[src/rtl/commit_controller_pkg.sv]
// Shared types for the in-order commit controller.
// Entry kinds at the ROB head and the controller's FSM states.
package commit_controller_pkg;

    localparam int DATA_W = 32;
    localparam int REG_W  = 5;

    typedef enum logic [1:0] {
        CT_REG    = 2'd0,
        CT_STORE  = 2'd1,
        CT_BRANCH = 2'd2,
        CT_HALT   = 2'd3
    } ct_e;

    typedef enum logic [2:0] {
        S_RUN,
        S_ST_WAIT,
        S_ROLLBACK,
        S_FLUSH,
        S_HALT
    } state_e;

endpackage

[src/rtl/commit_controller.sv]
// Retires the ROB head in order, one entry per cycle at most.
// Drives the register-file commit port, the store path and rollback.
module commit_controller
    import commit_controller_pkg::*;
#(
    parameter int ROB_IDX_W    = 4,
    parameter int FLUSH_CYCLES = 2
) (
    input  logic                 clk,
    input  logic                 rst,
    input  logic                 rdy,
    input  logic                 head_valid,
    input  logic                 head_ready,
    input  logic [1:0]           head_type,
    input  logic [REG_W-1:0]     head_dest,
    input  logic [ROB_IDX_W-1:0] head_alias,
    input  logic [DATA_W-1:0]    head_value,
    input  logic                 head_mispredict,
    input  logic [DATA_W-1:0]    head_target_pc,
    output logic                 commit_pop,
    output logic                 rf_result_valid,
    output logic [REG_W-1:0]     rf_reg_id,
    output logic [ROB_IDX_W-1:0] rf_alias,
    output logic [DATA_W-1:0]    rf_result,
    output logic                 store_commit,
    output logic [ROB_IDX_W-1:0] store_alias,
    input  logic                 store_done,
    output logic                 rollback,
    output logic                 redirect_valid,
    output logic [DATA_W-1:0]    redirect_pc,
    output logic                 halted,
    output logic [DATA_W-1:0]    commit_count
);

    localparam int CNT_W = $clog2(FLUSH_CYCLES + 1);

    state_e                 state_q, state_d;
    logic [CNT_W-1:0]       cnt_q, cnt_d;
    logic                   rfv_q, rfv_d;
    logic [REG_W-1:0]       rid_q, rid_d;
    logic [ROB_IDX_W-1:0]   ral_q, ral_d;
    logic [DATA_W-1:0]      res_q, res_d;
    logic                   sc_q, sc_d;
    logic [ROB_IDX_W-1:0]   sal_q, sal_d;
    logic                   rb_q, rb_d;
    logic                   rv_q, rv_d;
    logic [DATA_W-1:0]      pc_q, pc_d;
    logic [DATA_W-1:0]      tgt_q, tgt_d;
    logic                   halt_q, halt_d;
    logic [DATA_W-1:0]      cnt32_q, cnt32_d;
    logic                   pop;

    always_comb begin
        state_d = state_q;
        cnt_d   = cnt_q;
        rfv_d   = 1'b0;
        rid_d   = rid_q;
        ral_d   = ral_q;
        res_d   = res_q;
        sc_d    = 1'b0;
        sal_d   = sal_q;
        rb_d    = 1'b0;
        rv_d    = 1'b0;
        pc_d    = pc_q;
        tgt_d   = tgt_q;
        halt_d  = halt_q;
        pop     = 1'b0;

        unique case (state_q)
            S_RUN: begin
                if (head_valid && head_ready) begin
                    unique case (ct_e'(head_type))
                        CT_REG, CT_BRANCH: begin
                            pop   = 1'b1;
                            rfv_d = (head_dest != '0);
                            rid_d = head_dest;
                            ral_d = head_alias;
                            res_d = head_value;
                            // Link write goes out one cycle ahead of the flush pulse
                            if (ct_e'(head_type) == CT_BRANCH && head_mispredict) begin
                                tgt_d   = head_target_pc;
                                state_d = S_ROLLBACK;
                            end
                        end
                        CT_STORE: begin
                            sc_d    = 1'b1;
                            sal_d   = head_alias;
                            state_d = S_ST_WAIT;
                        end
                        CT_HALT: begin
                            pop     = 1'b1;
                            halt_d  = 1'b1;
                            state_d = S_HALT;
                        end
                    endcase
                end
            end
            S_ST_WAIT: begin
                pop = store_done;
                if (store_done) state_d = S_RUN;
            end
            S_ROLLBACK: begin
                rb_d    = 1'b1;
                rv_d    = 1'b1;
                pc_d    = tgt_q;
                cnt_d   = CNT_W'(FLUSH_CYCLES);
                state_d = S_FLUSH;
            end
            S_FLUSH: begin
                if (cnt_q <= CNT_W'(1)) begin
                    cnt_d   = '0;
                    state_d = S_RUN;
                end else begin
                    cnt_d = cnt_q - CNT_W'(1);
                end
            end
            S_HALT: ;
            default: state_d = S_RUN;
        endcase

        cnt32_d = cnt32_q + DATA_W'(pop);
    end

    always_ff @(posedge clk or posedge rst) begin
        if (rst) begin
            state_q <= S_RUN;
            cnt_q   <= '0;
            rfv_q   <= 1'b0;
            rid_q   <= '0;
            ral_q   <= '0;
            res_q   <= '0;
            sc_q    <= 1'b0;
            sal_q   <= '0;
            rb_q    <= 1'b0;
            rv_q    <= 1'b0;
            pc_q    <= '0;
            tgt_q   <= '0;
            halt_q  <= 1'b0;
            cnt32_q <= '0;
        end else if (rdy) begin
            state_q <= state_d;
            cnt_q   <= cnt_d;
            rfv_q   <= rfv_d;
            rid_q   <= rid_d;
            ral_q   <= ral_d;
            res_q   <= res_d;
            sc_q    <= sc_d;
            sal_q   <= sal_d;
            rb_q    <= rb_d;
            rv_q    <= rv_d;
            pc_q    <= pc_d;
            tgt_q   <= tgt_d;
            halt_q  <= halt_d;
            cnt32_q <= cnt32_d;
        end
    end

    assign commit_pop      = pop & rdy;
    assign rf_result_valid = rfv_q;
    assign rf_reg_id       = rid_q;
    assign rf_alias        = ral_q;
    assign rf_result       = res_q;
    assign store_commit    = sc_q;
    assign store_alias     = sal_q;
    assign rollback        = rb_q;
    assign redirect_valid  = rv_q;
    assign redirect_pc     = pc_q;
    assign halted          = halt_q;
    assign commit_count    = cnt32_q;

endmodule

[config.mk]
export PLATFORM = sky130hd
export DESIGN_NAME = commit_controller
export DESIGN_NICKNAME = d
export VERILOG_FILES = /design/src/rtl/commit_controller_pkg.sv /design/src/rtl/commit_controller.sv
export SDC_FILE = /design/constraint.sdc
export NUM_CORES = 1
export LEC_CHECK = 0
export CAP_MARGIN = 15
export CORE_AREA = 5 5 115 117
export CTS_BUF_LIST = sky130_fd_sc_hd__clkbuf_4
export DETAILED_ROUTE_END_ITERATION = 6
export DIE_AREA = 0 0 120 122
export GPL_TIMING_DRIVEN = 0
export MAX_ROUTING_LAYER = met4
export PLACE_DENSITY = 0.86
export REMOVE_ABC_BUFFERS = 1
export SETUP_SLACK_MARGIN = 0.05
export SLEW_MARGIN = 5
export SYNTH_ARGS = -nofsm -noshare
export SYNTH_HDL_FRONTEND = slang
export SYNTH_SLANG_ARGS = --single-unit
[constraint.sdc]
create_clock -name clk -period 8.5 [get_ports clk]
set_input_delay 1.7 -clock clk [delete_from_list [all_inputs] [get_ports clk]]
set_output_delay 1.7 -clock clk [all_outputs]
set_load 0.05 [all_outputs]
==> impl_metrics.yaml <==
global_route:
  grt_pass1_vias: 4479
  grt_pass1_wl_um: 23200
  antenna_found_initial: 1
  gr-total-overflow: 0
  grt_usage: 0.209
  grt_max_degree: 77
cts:
  numCtsBuffers: 17
  clockBufferDepth: 2
  tritoncts: "yes"
  ctsResizeCount: 0
  postCtsSetupBuffers: 0
  cts.sinks: 150
  htreeDepth: 4
  clock_latency_ps: 530
  clk_pin_slew_ps: 110
  cts-root-buf: "clkbuf_4"
  cts_hold_buf: 0
placed_design:
  place_congestion: 0.830
  place_ws_ps: 2890
  dp_hpwl_um: 10300
  port_buffers: 196
  placed_cell_area_um2: 8100
  dp_cells: 734
worst_hold_path:
  min-delay-start: "rf_result[16]"
  hp-class: "reg -> reg"
synth:
  synth-seq-cells: 150
  synth_top_cell_area_share: 0.629
  synthFlopType: "dfrtp_1"
  synth_area_um2: 5960
  yosysMostFrequentCell: "dfrtp_1"
  yosys_warnings: 0
  synth_area_leaders: "dfrtp_1 (63%), mux2_2 (14%), mux2_1 (7.4%), xnor2_1 (3.8%), nand3_1 (1.3%)"
  synth-edff-count: 0
  synth_area_leader_cell: "dfrtp_1"
  synth_cell_types: 34
  async_flop_share: 1.00
  syn_inst: 400
  postSynthAreaPerCell_um2: 14.9
  yosysSeqAreaShare: 0.629
  ys_top_cells_by_count: "dfrtp_1 (150), mux2_2 (73), mux2_1 (39)"
critical_path:
  start_kind: "primary input"
  rrSetupSlack_ps: 5610
  crit_path_max_fanout: 11
  regToRegStartpoint: "state_q[0]"
  crit_type: "in -> out"
  crit_arrival_ps: 3910
  crit_required_ps: 6800
  cp-startpoint: "rdy"
  crit_path_end_kind: "output port"
final_layout:
  drive_above_1_share: 0.184
  design_area_um2: 8380
  final_cells: 766
  fill_cells: 871
  syn_to_final_growth_pct: 40.6
  fin_util: 0.684
  finalNetCount: 688
routing:
  vias: 3974
  ant_nets: 0
  vias_per_cell: 5.19
  wirelength_um: 14000
  drt_iter0_markers: 289
  first_pass_iters: 4
  drc: 0
  wl_per_cell_um: 18.3
die:
  dieArea_um2: 14600
  die_width_um: 120
  die_h_um: 122
  rows: 41
  core_area_um2: 12300
  ios: 197
  initial_utilization: 0.486
sta:
  slew_headroom: 0.354
  fmax_ghz: 0.178
  rsz0062_at_grt: "no"
  setup_slack_ps: 2890
  post-route-period-util: 0.661
  worst_pin_slew_ps: 961
  setup_viol: 0
  slew_viol_final: 0
  holdWs_ps: 495
  finalHoldViolations: 0
  tns_ps: 0
  period_needed_ps: 5610
  skew_ps: 15.2
power:
  leakage_nw: 3.69
  p_per_area_nw_per_um2: 367
  power.total_mw: 3.08
  vdd_drop_max_uv: 323
run_status:
  outcome: "finished, final reports clean"
flow_run:
  cap_violations: 0
==> kinds of logic (layout without fill, tap and decap cells) <==
family / after synthesis / count (layout) / synth area share
fa+ha+maj: 3 / 3 / 0.00630
compound gates: 14 / 14 / 0.0162
other cells: 0 / 1 / 0
xor+xnor: 30 / 30 / 0.0441
simple gates: 72 / 72 / 0.0720
mux: 112 / 112 / 0.211
buf+inv: 19 / 234 / 0.0206
flops: 150 / 150 / 0.629
==> layer usage <==
| layer | GRT usage | routed length, um | part of all wire | vias up |
|---|---|---|---|---|
| li1 | - | - | - | 1831 |
| met1 | 0.230 | 5390 | 0.38 | 2012 |
| met2 | 0.356 | 7550 | 0.54 | 104 |
| met3 | 0.0571 | 704 | 0.050 | 27 |
| met4 | 0.0923 | 377 | 0.027 | 0 |
| met5 | - | 0 | 0 | - |
==> power breakdown <==
| part | switching [mW] | internal [mW] | leakage (nW) |
|---|---|---|---|
| Clock | 0.242 | 0.204 | 0.152 |
| Sequential | 0.151 | 0.969 | 1.95 |
| Combinational | 0.954 | 0.557 | 1.59 |
| Total | 1.35 | 1.73 | 3.69 |
==> registers in the layout, summed over array words and instances, names as in the netlist <==
name,cells
state_q,3
halted,1
rf_alias,4
rf_reg_id,5
rf_result,32
tgt_q,32
store_alias,4
cnt_q,2
commit_count,32
rf_result_valid,1
redirect_pc,32
store_commit,1
redirect_valid,1
==> final timing paths <==
| path | cells after the start | end |
|---|---|---|
| min in group asynchronous | 2 | rf_result[6] |
| hold / removal | 1 | rf_result[16] |
| max in group asynchronous | 3 | commit_count[24] |
| setup / recovery | 4 | commit_pop |
| setup reg to reg | 9 | commit_count[28] |
| hold reg to reg | 1 | rf_result[16] |
==> worst max-delay path, stage by stage <==
cell,delay [ps]
clkdlybuf4s50_1,720
inv_1,230
nor4_1,350
clkdlybuf4s50_1,910
==> layout make-up <==
type	instances	area, um^2	share of cell area
Antenna cell	1	2.50	0.000299
Clock buffer	19	143	0.0170
Clock inverter	12	136	0.0163
Inverter	4	20.0	0.00239
Multi-Input combinational cell	231	2100	0.251
Sequential cell	150	3750	0.448
Tap cell	150	188	0.0224
Timing Repair Buffer	199	2040	0.243
==> cells in the final DEF, fill, tap and decap left out, types with 2 or more instances in the layout <==
cell type	n
a41oi_1	2
mux2_1	39
o21ai_0	4
xnor2_1	26
a21oi_1	2
xor2_1	4
clkbuf_4	19
ha_1	3
clkinv_1	4
nand2_1	13
inv_1	3
nand3_1	15
and3_1	3
nor4_2	2
a21o_1	2
nand4_1	10
clkdlybuf4s50_1	196
buf_16	2
clkinv_2	3
bufinv_16	3
nor2_1	6
mux2_2	73
nor3_1	5
and4_1	6
dfrtp_1	150
nand2b_1	3
No activity file was read; power rests on OpenSTA's default activity.
